## config.mk

```make
export PLATFORM = sky130hd
export DESIGN_NAME = exec_cond_unit
export DESIGN_NICKNAME = d
export VERILOG_FILES = /design/src/rtl/exec_cond_unit_pkg.sv /design/src/rtl/exec_cond_unit_cond_check.sv /design/src/rtl/exec_cond_unit.sv
export SDC_FILE = /design/constraint.sdc
export NUM_CORES = 1
export LEC_CHECK = 0
export CAP_MARGIN = 20
export CORE_AREA = 5 5 42 44
export CTS_CLUSTER_DIAMETER = 100
export DETAILED_ROUTE_END_ITERATION = 16
export DIE_AREA = 0 0 47 49
export GPL_ROUTABILITY_DRIVEN = 0
export PLACE_DENSITY = 0.77
export SKIP_CTS_REPAIR_TIMING = 1
export SYNTH_ARGS = -nofsm -noshare
export SYNTH_HDL_FRONTEND = slang
export SYNTH_SLANG_ARGS = --single-unit
```

## constraint.sdc

```tcl
create_clock -name CLK -period 4.45 [get_ports CLK]
set_input_delay 1.335 -clock CLK [delete_from_list [all_inputs] [get_ports CLK]]
set_output_delay 1.335 -clock CLK [all_outputs]
set_load 0.005 [all_outputs]
```

## src/rtl/exec_cond_unit_pkg.sv

```systemverilog
// Shared types and constants for the execute-stage condition unit.
// Condition codes, NZCV bit positions and FlagWrite bit positions.
package exec_cond_unit_pkg;

    typedef enum logic [3:0] {
        EQ = 4'b0000,
        NE = 4'b0001,
        CS = 4'b0010,
        CC = 4'b0011,
        MI = 4'b0100,
        PL = 4'b0101,
        VS = 4'b0110,
        VC = 4'b0111,
        HI = 4'b1000,
        LS = 4'b1001,
        GE = 4'b1010,
        LT = 4'b1011,
        GT = 4'b1100,
        LE = 4'b1101,
        AL = 4'b1110,
        NV = 4'b1111
    } cond_e;

    localparam int N_IDX = 3;
    localparam int Z_IDX = 2;
    localparam int C_IDX = 1;
    localparam int V_IDX = 0;

    localparam int FW_NZ = 1;
    localparam int FW_CV = 0;

endpackage

```

## src/rtl/exec_cond_unit_cond_check.sv

```systemverilog
// Combinational evaluation of a 4-bit condition field against NZCV.
// Shared by the execute unit and its reference model.
module cond_check
    import exec_cond_unit_pkg::*;
(
    input  logic [3:0] cond,
    input  logic [3:0] flags,
    output logic       cond_ex
);

    logic n, z, c, v;

    assign n = flags[N_IDX];
    assign z = flags[Z_IDX];
    assign c = flags[C_IDX];
    assign v = flags[V_IDX];

    always_comb begin
        cond_ex = 1'b1;
        unique case (cond_e'(cond))
            EQ: cond_ex = z;
            NE: cond_ex = !z;
            CS: cond_ex = c;
            CC: cond_ex = !c;
            MI: cond_ex = n;
            PL: cond_ex = !n;
            VS: cond_ex = v;
            VC: cond_ex = !v;
            HI: cond_ex = c & !z;
            LS: cond_ex = !c | z;
            GE: cond_ex = (n == v);
            LT: cond_ex = (n != v);
            GT: cond_ex = !z & (n == v);
            LE: cond_ex = z | (n != v);
            AL: cond_ex = 1'b1;
            NV: cond_ex = 1'b1;
        endcase
    end

endmodule

```

## src/rtl/exec_cond_unit.sv

```systemverilog
// Execute-stage flag register, condition gating and flush/stall requests.
// Define PC_WRITE_STALL_EN to add the pending PC-write counter and StallF path.
module exec_cond_unit
    import exec_cond_unit_pkg::*;
#(
    parameter int PEND_CYCLES = 2
) (
    input  logic       CLK,
    input  logic       RST_N,
    input  logic [3:0] CondE,
    input  logic [1:0] FlagWriteE,
    input  logic [3:0] ALUFlags,
    input  logic       PCSrcE,
    input  logic       RegWriteE,
    input  logic       MemWriteE,
    input  logic       BranchE,
    output logic       PCSrcGE,
    output logic       RegWriteGE,
    output logic       MemWriteGE,
    output logic       BranchTakenE,
    output logic       FlushD,
    output logic       FlushE,
    output logic       StallF,
    output logic [3:0] FlagsQ
);

    logic cond_ex;
    logic suppress;
    logic ok;

    cond_check u_cond_check (
        .cond    (CondE),
        .flags   (FlagsQ),
        .cond_ex (cond_ex)
    );

    assign ok           = cond_ex & !suppress;
    assign RegWriteGE   = RegWriteE & ok;
    assign MemWriteGE   = MemWriteE & ok;
    assign PCSrcGE      = PCSrcE & ok & !BranchE;
    assign BranchTakenE = BranchE & ok;

    always_ff @(posedge CLK or negedge RST_N) begin
        if (!RST_N) begin
            FlagsQ <= 4'b0000;
        end else begin
            if (ok && FlagWriteE[FW_NZ]) begin
                FlagsQ[N_IDX] <= ALUFlags[N_IDX];
                FlagsQ[Z_IDX] <= ALUFlags[Z_IDX];
            end
            if (ok && FlagWriteE[FW_CV]) begin
                FlagsQ[C_IDX] <= ALUFlags[C_IDX];
                FlagsQ[V_IDX] <= ALUFlags[V_IDX];
            end
        end
    end

`ifdef PC_WRITE_STALL_EN
    logic [1:0] pend_cnt;
    logic       pend;
    logic       pend_flush_e;

    always_ff @(posedge CLK or negedge RST_N) begin
        if (!RST_N) begin
            pend_cnt <= 2'd0;
        end else if (PCSrcGE) begin
            pend_cnt <= 2'(PEND_CYCLES);
        end else if (pend_cnt != 2'd0) begin
            pend_cnt <= pend_cnt - 2'd1;
        end
    end

    // D/E clear lands one cycle before the stall releases
    generate
        if (PEND_CYCLES == 1) begin : g_fe_one
            assign pend_flush_e = PCSrcGE;
        end else begin : g_fe_many
            assign pend_flush_e = (pend_cnt == 2'd2);
        end
    endgenerate

    assign pend     = (pend_cnt != 2'd0);
    assign suppress = pend;
    assign StallF   = PCSrcGE | pend;
    assign FlushD   = BranchTakenE | PCSrcGE | pend;
    assign FlushE   = BranchTakenE | pend_flush_e;
`else
    logic unused_pend;

    assign unused_pend = PEND_CYCLES[0];
    assign suppress    = 1'b0;
    assign StallF      = 1'b0;
    assign FlushD      = BranchTakenE | PCSrcGE;
    assign FlushE      = BranchTakenE | PCSrcGE;
`endif

endmodule
```

Word-level counts from Yosys, hierarchy flattened
Index checks and enable logic that the tools add are counted.
{"block": "op_classes", "bitwise": 10, "magnitude_cmp": 0, "n_mul": 0, "n_div": 0, "n_mux": 1, "add_sub_neg": 0, "shift": 0, "n_eq_ne": 17, "reduce_logical": 9}
{"op": "4-bit equality test, second input constant", "n": 8}
{"op": "4-bit by 3-bit equality test with 1-bit output, second input constant", "n": 4}
{"op": "1-bit case mux with 15 select lines", "n": 1}
{"op": "4-bit by 2-bit equality test with 1-bit output, second input constant", "n": 2}
{"op": "1-bit AND", "n": 7}
{"op": "1-bit zero test", "n": 5}
{"op": "4-bit by 1-bit equality test with 1-bit output, second input constant", "n": 1}
{"op": "4-bit zero test", "n": 1}
{"op": "1-bit OR", "n": 3}
{"op": "1-bit logical AND", "n": 2}
{"op": "2-bit OR reduction", "n": 1}
{"op": "1-bit equality test", "n": 1}
{"op": "1-bit != test", "n": 1}
{"block": "word_totals", "ff_bits": 4, "latch_bits": 0, "out_inout_bits": 11, "ram_bits": 0, "rom_bits": 0, "inputBits": 16, "memories": 0}

Logic depth before layout (Yosys ltp)
{"block": "logic_depth", "word_depth": 6, "ltp_mapped": 7, "depth_no_buf": 5}

By module
From an unflattened synthesis, not the netlist that was laid out.
{"block": "hier_totals", "hier_cells": 47, "hier_area_um2": 412.9}
{"mod": "exec_cond_unit", "cells_each": 18, "area_each_um2": 211.5, "n_inst": 1}
{"mod": "cond_check", "cells_each": 29, "area_each_um2": 201.4, "n_inst": 1}

Worst setup path before layout
Ideal clock, no wire load.
{"block": "synth_path", "path_type": "input-to-output", "from": "input port CondE[0]", "to": "output port FlushE", "stages": 7, "t_required_ps": 3115, "setup_slack_ps": 507, "n_path_buf": 2, "t_arrival_ps": 2608, "cell_sequence": "clkbuf_8 > and2b_2 > o211a_1 > a2111oi_4 > nand3_1 > o211a_1 > buf_4"}
{"block": "synth_between", "elab_chain_cells": 6, "word_cells_on_any_way": 22}
{"item": "start, declared", "line_no": "exec_cond_unit.sv:10", "text": "input logic [3:0] CondE,"}
{"item": "4-bit equality test", "line_no": "exec_cond_unit_cond_check.sv:20", "text": "unique case (cond_e'(cond))"}
{"item": "2-bit OR reduction (no source line)"}
{"item": "1-bit case mux with 15 select lines (*)", "line_no": "exec_cond_unit_cond_check.sv:20"}
{"item": "1-bit AND (2 in a row)", "line_no": "exec_cond_unit.sv:40", "text": "assign PCSrcGE = PCSrcE & ok & !BranchE;"}
{"item": "1-bit OR (*)"}
{"item": "end, declared", "line_no": "exec_cond_unit.sv:22", "text": "output logic FlushE,"}
Every way passes the cells marked *; elsewhere a longest branch is shown, timed or not.

Worst setup path after layout
{"block": "layout_path", "from": "input port CondE[2]", "to": "output port BranchTakenE"}
{"block": "layout_between", "elab_chain_cells": 4, "word_cells_on_any_way": 19}
{"item": "4-bit equality test", "line_no": "exec_cond_unit_cond_check.sv:20"}
{"item": "2-bit OR reduction (no source line)"}
{"item": "1-bit case mux with 15 select lines (*)", "line_no": "exec_cond_unit_cond_check.sv:20"}
{"item": "1-bit AND (*)", "line_no": "exec_cond_unit.sv:41", "text": "assign BranchTakenE = BranchE & ok;"}
{"item": "end, declared", "line_no": "exec_cond_unit.sv:20", "text": "output logic BranchTakenE,"}
Marks and branches as above.

==> results by group <==
Drt
  • DRC: 0
  • Final ANT Viol Nets: 0
  • Vias post-DR: roughly 550
  • Drt first pass iters: 4
  • DR WL/cell: about 14 um
  • Initial DRC count: 4
  • Final WL: between 1000 and 1500 um
  • Via/cell ratio: between 5 and 6

Pwr
  • Sw Share: 35.4%
  • Static Leak: approximately 0.42 nW
  • Peak VDD IR: 248 uV
  • PwrDens: 376 mW/mm^2
  • Share of total power in combinational logic: a little over three fifths
  • Net Sw Power: 0.115 mW
  • Clock share of power: 13.5%
  • Sequential power share: between 20% and 30%
  • Cell-internal power: about 0.21 mW

STA
  • Final Critical Period: 4360 ps
  • Worst hold margin: approximately 580 ps
  • Final Hold Vio Count: 0
  • Final WS setup: about 87 ps
  • Slew Viols, Final: 0
  • Clk_skew: ~4.2 ps
  • RSZ-0062 raised after global routing: false
  • Achievable frequency: between 200 and 250 MHz
  • Period utilisation layout: a little over nine tenths
  • Final setup fails: 0

Critical path
  • Largest fanout on the critical path: 5
  • Critical path, cell by cell: dlymetal6s2s_1 -> buf_4 -> nand2_1 -> a21oi_4 -> a2111oi_4 -> nand3_2 -> and3_1 -> clkdlybuf4s50_1
  • Worst path slowest cell: clkdlybuf4s50_1
  • Crit Path Class: primary input to output pin
  • Top Family by Delay on Critical Path: buffers and inverters
  • Crit path to: BranchTakenE
  • Critical Path Source: CondE[2]
  • Worst flop-to-flop path startpoint: FlagsQ[0]
  • Largest stage delay, worst path: between 400 and 500 ps
  • Data arrival, critical path: 3030 ps
  • Levels on crit path: 8
  • CP bufs+invs: 3
  • Crit end category: output pin
  • Setup slack, reg-to-reg: approximately 2400 ps
  • Reg2reg end: FlagsQ[0]
  • Critical Path Start Type: primary input
  • Reg2Reg Depth: 7
  • Worst EP required: around 3100 ps

Floorplan
  • Initial Util: 34.6%
  • Die height: just under 50 um
  • Core area: 0.00140 mm^2
  • Total Die Area: ~0.0023 mm^2
  • Die X: 47 um
  • IO Count: 27
  • Core Rows: 14

Synthesis
  • Synth cell types: 29
  • Leading area contributor after synthesis: dfrtp_1
  • Yosys top cell area share: 20.6%
  • Yosys warnings: 0
  • Syn Nets: 71
  • Gate count of the mapped netlist: 55
  • Post-Syn Area: just under 500 um^2
  • Top post-synthesis cells by area: dfrtp_1 (21%), a2111oi_4 (5.7%), and3_1 (5.2%)
  • Seq cells post-synth: 4
  • Sequential area share after synthesis: approximately 21%
  • Mean Syn Cell Area: just under 9 um^2

Global routing
  • GRT Overall Usage: between 10 and 15%
  • Gr ovfl total: 0
  • First-pass GRT wire length: 2430 um
  • Number of global-route vias before repair: between 500 and 600
  • Initial antenna violation count: 0
  • Largest net degree at the start of global routing: 10

Finish
  • Share of cells above drive strength 1: 28.9%
  • Antenna diode count: 0
  • Largest reg by FF count: FlagsQ
  • Layout area overhead: 78.4%
  • Commonest non-fill, non-tap cell in the layout: clkdlybuf4s50_1
  • Largest regs: FlagsQ (4)
  • Nets: about 110
  • Most frequent cells in the layout: clkdlybuf4s50_1 (20), buf_4 (9), nand2_1 (6)
  • Max reg flops: 4

Placement
  • I/O Buffers: 25
  • Dpl ws: -352 ps
  • DPL Wire Length: 1140 um

Status
  • Status: completed

Clock network
  • CTS sink count: 4
  • CTS tree: done
  • Root buffer cell: clkbuf_4
  • Clock latency at the later pin of the worst-skew pair: 230 ps
  • Clock-pin slew on the worst setup and hold paths: 40 ps
  • H-tree levels: 1
  • Total CTS buffers: 3
  • CTS Buffer Depth: 2

Worst hold path
  • Hold Path Class: flop to flop

Job
  • Maximum Capacitance Violations: 0
through the flow:
step	total power, mW	TNS, ps	std cells	cell area, um^2	utilization, %
after detailed placement	0.267	-2000	102	795	56.7
after CTS	0.314	-2040	105	817	58.3
after global routing	0.354	0	106	866	61.8
after floorplan	0.170	0	55	485	-
after global placement	0.265	-1810	102	795	56.7
final	0.325	0	106	866	61.8
power by group through the flow:
stage                     clock [mW]  sequential (mW)  combinational (mW)
after floorplan                    0           0.0721              0.0976
after global placement             0           0.0763               0.188
after detailed placement           0           0.0765               0.190
after CTS                     0.0458           0.0767               0.192
after global routing          0.0491           0.0821               0.223
final                         0.0438           0.0775               0.204
synthesized netlist by cell type (all sizes together):
library cell and count:
nand2 6, mux2 4, buf 2, nand3 4
conb 1, a2111oi 1, o2111a 1, nor2 4
dfrtp 4, and4b 1, a21oi 1, a31oi 3
mux2i 1, o311ai 1, or3b 1, clkbuf 1
o21ai 1, nand2b 2, o211a 2, o32ai 1
and2 1, xnor2 2, and3 4, or2b 1
and2b 2, inv 3
routing by layer:
metal,vias to the layer above,wire [um],track usage (%)
met5,-,0,0
met4,0,38,8.29
met3,4,73,3.69
met2,18,720,20.4
met1,256,615,17.0
li1,270,-,-
final cells by class:
class / instances / area (um^2)
sequential: 4 / 100
multi-input combinational: 45 / 378
fill: 132 / 536
clock buffer: 3 / 22.5
inverter: 3 / 11.3
tap: 16 / 20.0
timing repair buffer: 35 / 334
worst min path at each step:
stage	to	slack [ps]	startpoint	cells past startpoint
after global placement	FlagsQ[3]	560	FlagsQ[3]	1
after CTS	FlagsQ[3]	590	FlagsQ[3]	1
after global routing	FlagsQ[3]	630	FlagsQ[3]	1
final	FlagsQ[3]	580	FlagsQ[3]	1
after floorplan	FlagsQ[3]	540	FlagsQ[3]	1
after detailed placement	FlagsQ[3]	580	FlagsQ[3]	1
worst reg2reg max path, stage by stage, from the launching register on:
cell and delay [ps]:
dfrtp_1 420, xnor2_1 290, and3_1 250, o311ai_4 130, buf_4 150, buf_4 130, a31oi_2 170, mux2_2 360
kinds of logic after synthesis:
family,Yosys count,share of synthesized area (%)
DFF,4,20.6
and+or+nand+nor,26,30.2
buffers and inverters,6,8.25
xor gates and xnor gates,2,3.61
AOI/OAI and AO/OA,11,25.3
muxes,5,11.3
other,1,0.772
(Power assumes the default switching activity.)
==> RTL edit 1, RTL diff (config.mk and constraints unchanged) <==
Register the output `FlagsQ` once more, without a reset; this adds one clock of latency there. The other outputs are not delayed to match.
--- a/src/rtl/exec_cond_unit.sv
+++ b/src/rtl/exec_cond_unit.sv
@@ -24,13 +24,15 @@
     output logic [3:0] FlagsQ
 );
 
+    logic [3:0] FlagsQ_s0;
+
     logic cond_ex;
     logic suppress;
     logic ok;
 
     cond_check u_cond_check (
         .cond    (CondE),
-        .flags   (FlagsQ),
+        .flags   (FlagsQ_s0),
         .cond_ex (cond_ex)
     );
 
@@ -42,15 +44,15 @@
 
     always_ff @(posedge CLK or negedge RST_N) begin
         if (!RST_N) begin
-            FlagsQ <= 4'b0000;
+            FlagsQ_s0 <= 4'b0000;
         end else begin
             if (ok && FlagWriteE[FW_NZ]) begin
-                FlagsQ[N_IDX] <= ALUFlags[N_IDX];
-                FlagsQ[Z_IDX] <= ALUFlags[Z_IDX];
+                FlagsQ_s0[N_IDX] <= ALUFlags[N_IDX];
+                FlagsQ_s0[Z_IDX] <= ALUFlags[Z_IDX];
             end
             if (ok && FlagWriteE[FW_CV]) begin
-                FlagsQ[C_IDX] <= ALUFlags[C_IDX];
-                FlagsQ[V_IDX] <= ALUFlags[V_IDX];
+                FlagsQ_s0[C_IDX] <= ALUFlags[C_IDX];
+                FlagsQ_s0[V_IDX] <= ALUFlags[V_IDX];
             end
         end
     end
@@ -94,4 +96,8 @@
     assign FlushE      = BranchTakenE | PCSrcGE;
 `endif
 
+    always_ff @(posedge CLK) begin
+        FlagsQ <= FlagsQ_s0;
+    end
+
 endmodule
Function: changed (Yosys sat finds a counterexample within 4 cycles, from zero or initial values and one cycle with RST_N low).
==> RTL edit 1 against the unedited design <==
Combinational power up 3%. Largest cell class unchanged. Cell area up 11%. Highest routed layer is now met3. Synthesized cell count up 7.3%. Power up 24%. Sequential cell count up 4. Global-route usage up 0.17 points. Synthesized area up 16%. Wire length up 11%. Setup slack worse by 0.014 ns. Clock power up 39%.
==> RTL edit 1: results <==
export IMPL_status="finished, final reports clean"
export IMPL_hold_path_endpoint="FlagsQ[3]"
export IMPL_peakVddDrop_mv=0.305
export IMPL_synthFlopType="dfxtp_1"
export IMPL_grt_pass1_vias=600
export IMPL_dr_wl_met2_um=843
export IMPL_top_layer="met3"
export IMPL_skew_ns=0.0127
export IMPL_cts_reportedPaths_clkPinSlew_ns=0.06
export IMPL_pre_cts_ws_ns=-0.386
export IMPL_r2r_end="FlagsQ_s0[0]"
export IMPL_cp_arrival_ns=3.04
export IMPL_nets=114
export IMPL_p_leak_nw=0.452
export IMPL_r2r_slack_ns=2.32
export IMPL_synthTopCellsByArea="dfrtp_1 18%, dfxtp_1 14%, a2111oi_4 4.9%"
export IMPL_hold_depth=0
export IMPL_ys_types=30
export IMPL_fillers=127
export IMPL_wl_met1_um=617
export IMPL_grt_max_degree=11
export IMPL_hold_slack_ns=0.464
export IMPL_top_regs="FlagsQ x4, FlagsQ_s0 x4"
export IMPL_holdCritStartpoint="FlagsQ_s0[3]"
export IMPL_grt_pass1_wl_mm=2.42
export IMPL_clk_latency_ns=0.26
export IMPL_synthArstFlopShare_pct=50.0
export IMPL_post_drt_wl_per_cell_um=14.2
export IMPL_firstDrtPassIters=3
export IMPL_wl_met3_um=147
export IMPL_yosysSeqAreaShare_pct=31.9
export IMPL_dp_hpwl_mm=1.22
export IMPL_drive_gt1_share_pct=28.9
-- RTL edit 1: cell count changes after synthesis, sizes merged --
cell	before	now
dfxtp	0	4
-- RTL edit 1: power by group --
group / internal (mW) / switching (mW) / total (mW) / leakage (nW)
clock network: 0.0344 / 0.0263 / 0.0607 / 0.0150
logic: 0.129 / 0.0821 / 0.211 / 0.356
registers: 0.106 / 0.0260 / 0.132 / 0.0805
total: 0.269 / 0.134 / 0.403 / 0.452
-- RTL edit 1: worst max-delay path by stage --
stage / end / cells after the start / from / slack, ns
finish: PCSrcGE / 8 / CondE[3] / 0.07
global route: PCSrcGE / 8 / CondE[2] / -0.01
CTS: PCSrcGE / 7 / CondE[0] / -0.41
detailed placement: PCSrcGE / 7 / CondE[0] / -0.39
global placement: PCSrcGE / 7 / CondE[0] / -0.34
floorplan: FlushE / 7 / CondE[0] / 0.51
-- RTL edit 1: cell type report --
| class | instances | area, sq um | area share, % |
|---|---|---|---|
| multi-input combinational | 45 | 379 | 39.5 |
| clock buffer | 4 | 26.3 | 2.74 |
| sequential | 8 | 180 | 18.8 |
| timing repair buffer | 37 | 343 | 35.7 |
| inverter | 3 | 11.3 | 1.17 |
| tap | 16 | 20.0 | 2.09 |
-- RTL edit 1: through the flow --
stage               setup TNS, ns  instance area [sq um]  std cells
floorplan                       0                    566         59
global placement            -1.86                    890        108
detailed placement          -2.09                    890        108
CTS                         -2.18                    916        112
global route              -0.0139                    960        113
finish                          0                    960        113
-- RTL edit 1: kinds of logic (layout without fill, tap and decap cells) --
| logic type | Yosys count | in the layout | share of synthesized area [%] |
|---|---|---|---|
| simple gates | 26 | 26 | 25.9 |
| compound gates | 11 | 11 | 21.7 |
| flops | 8 | 8 | 31.9 |
| buf+inv | 6 | 44 | 7.08 |
| mux | 5 | 5 | 9.73 |
| xor+xnor | 2 | 2 | 3.10 |
| other cells | 1 | 1 | 0.663 |
-- RTL edit 1: per-layer routing --
| metal | vias to the layer above | GRT usage [%] |
|---|---|---|
| li1 | 288 | - |
| met1 | 295 | 16.9 |
| met2 | 25 | 21.7 |
| met3 | 0 | 6.64 |
| met4 | 0 | 3.23 |
| met5 | - | 0 |
==> RTL edit 2, RTL diff (config.mk and constraints unchanged) <==
Without the edit above. Add a define of `PC_WRITE_STALL_EN`.
--- a/src/rtl/exec_cond_unit.sv
+++ b/src/rtl/exec_cond_unit.sv
@@ -1,5 +1,7 @@
 // Execute-stage flag register, condition gating and flush/stall requests.
 // Define PC_WRITE_STALL_EN to add the pending PC-write counter and StallF path.
+`define PC_WRITE_STALL_EN
+
 module exec_cond_unit
     import exec_cond_unit_pkg::*;
 #(
Function: changed (a bounded check fails within 4 cycles, from zero or initial values and one cycle with RST_N low).
==> RTL edit 2 against the unedited design <==
The run now ends with setup timing left. Sequential power is 56% higher. Worst hold slack worse by 0.019 ns. Cell area is 15% higher. Wire length is 8.1% higher. Synthesized area is 29% higher. First-iteration DRC count grew to 4.3 times the old value. Clock skew is 0.0033 ns lower. Clock power is 7.5% higher. Synthesized cell count is 15% higher. Count of clock-buffer cells in the layout stayed put. Sequential cell count is 2 higher. Setup slack worse by 0.20 ns. Power is 45% higher. Critical path type unchanged. Largest cell class unchanged.
==> RTL edit 2: results <==
export IMPL_place_inst=111
export IMPL_synthTopCellsByArea="dfrtp_1 24%, mux2_4 9.6%, buf_6 7.2%"
export IMPL_io_buffers=26
export IMPL_grt_total_usage_pct=15.2
export IMPL_path_max_fanout=7
export IMPL_r2r_start="FlagsQ[3]"
export IMPL_p_leak_nw=0.500
export IMPL_syn_nets=81
export IMPL_drive_gt1_share_pct=34.0
export IMPL_ys_types=34
export IMPL_synth_mux_area_share_pct=13.0
export IMPL_reg2regPathDepth=8
export IMPL_dp_hpwl_mm=1.33
export IMPL_hold_class="reg2reg"
export IMPL_yosysSeqAreaShare_pct=24.0
export IMPL_grt_pass1_vias=623
export IMPL_viasPerCell=5.41
export IMPL_synthAdderAreaFrac_pct=4.00
export IMPL_top_regs="FlagsQ x4, pend_cnt x2"
export IMPL_status="finished, violations left"
export IMPL_tns_ns=-0.346
export IMPL_clockRootBuffer="clkbuf_4"
export IMPL_cp_arrival_ns=3.23
export IMPL_synth_xor_area_share_pct=2.80
export IMPL_hold_path_endpoint="pend_cnt[1]"
export IMPL_peakVddDrop_mv=0.350
export IMPL_fin_ws_ns=-0.114
export IMPL_finalSetupViolations=5
export IMPL_grt_max_degree=11
export IMPL_violations="setup timing"
export IMPL_hold_slack_ns=0.560
export IMPL_r2r_end="FlagsQ[1]"
export IMPL_synthTopCellsByCount="6 x dfrtp_1, 6 x inv_1, 4 x buf_6, 4 x mux2_4, 4 x nand2_1"
export IMPL_use_met1_pct=18.1
export IMPL_final_cells=116
export IMPL_synth_compound_area_share_pct=19.0
export IMPL_post_drt_wl_per_cell_um=13.5
export IMPL_r2r_slack_ns=2.26
export IMPL_hold_depth=2
export IMPL_drt_first_iter_violations=17
export IMPL_skew_ns=0.000913
export IMPL_holdCritStartpoint="pend_cnt[1]"
export IMPL_slowest_delay_ns=0.51
export IMPL_gr_usage_met2_pct=26.0
[RTL edit 2: power breakdown]
group	switching, mW	internal (mW)	total (mW)
sequential	0.0373	0.0840	0.121
clock	0.0168	0.0303	0.0471
combinational	0.111	0.193	0.304
total	0.165	0.307	0.472
[RTL edit 2: through the flow]
step	setup WS (ns)	area (sq um)	utilization [%]
2_1_floorplan	0.435	626	-
3_3_place_gp	-0.437	936	66.8
3_5_place_dp	-0.494	936	66.8
4_1_cts	-0.499	958	68.4
5_1_grt	-0.207	997	71.2
6_report	-0.114	997	71.2
[RTL edit 2: worst max-delay path by stage]
stage	startpoint	to	slack, ns
after floorplan	CondE[3]	FlushE	0.43
after global placement	CondE[0]	FlushE	-0.44
after detailed placement	CondE[2]	FlushE	-0.49
after CTS	CondE[2]	FlushE	-0.50
after global routing	CondE[0]	PCSrcGE	-0.21
final	CondE[0]	PCSrcGE	-0.11
[RTL edit 2: cell type report]
cell class | count | area, sq um
Tap cell | 16 | 20.0
Timing Repair Buffer | 38 | 367
Multi-Input combinational cell | 47 | 415
Inverter | 6 | 22.5
Clock buffer | 3 | 22.5
Sequential cell | 6 | 150
Fill cell | 116 | 404
[RTL edit 2: cells by family (layout without fill, tap and decap cells)]
kind of cell             after synthesis  in the layout
AND/OR/NAND/NOR                       24             24
AO/OA/AOI/OAI                         13             13
buffers and inverters                 10             47
multiplexers                           6              6
flip-flops                             6              6
adder cells (fa/ha/maj)                2              2
XOR/XNOR                               2              2
[RTL edit 2: worst reg2reg max path, delay by kind of cell, from the launching register on]
family | cells | cell delay (ns)
AO/OA/AOI/OAI | 2 | 0.48
AND/OR/NAND/NOR | 2 | 0.38
XOR/XNOR | 1 | 0.20
flip-flops | 1 | 0.43
buffers and inverters | 2 | 0.29
multiplexers | 1 | 0.29
[RTL edit 2: per-layer routing]
layer	wire, um	vias to the layer above
met2	856	21
met1	599	302
li1	-	304
met4	0	0
met3	110	0
met5	0	-
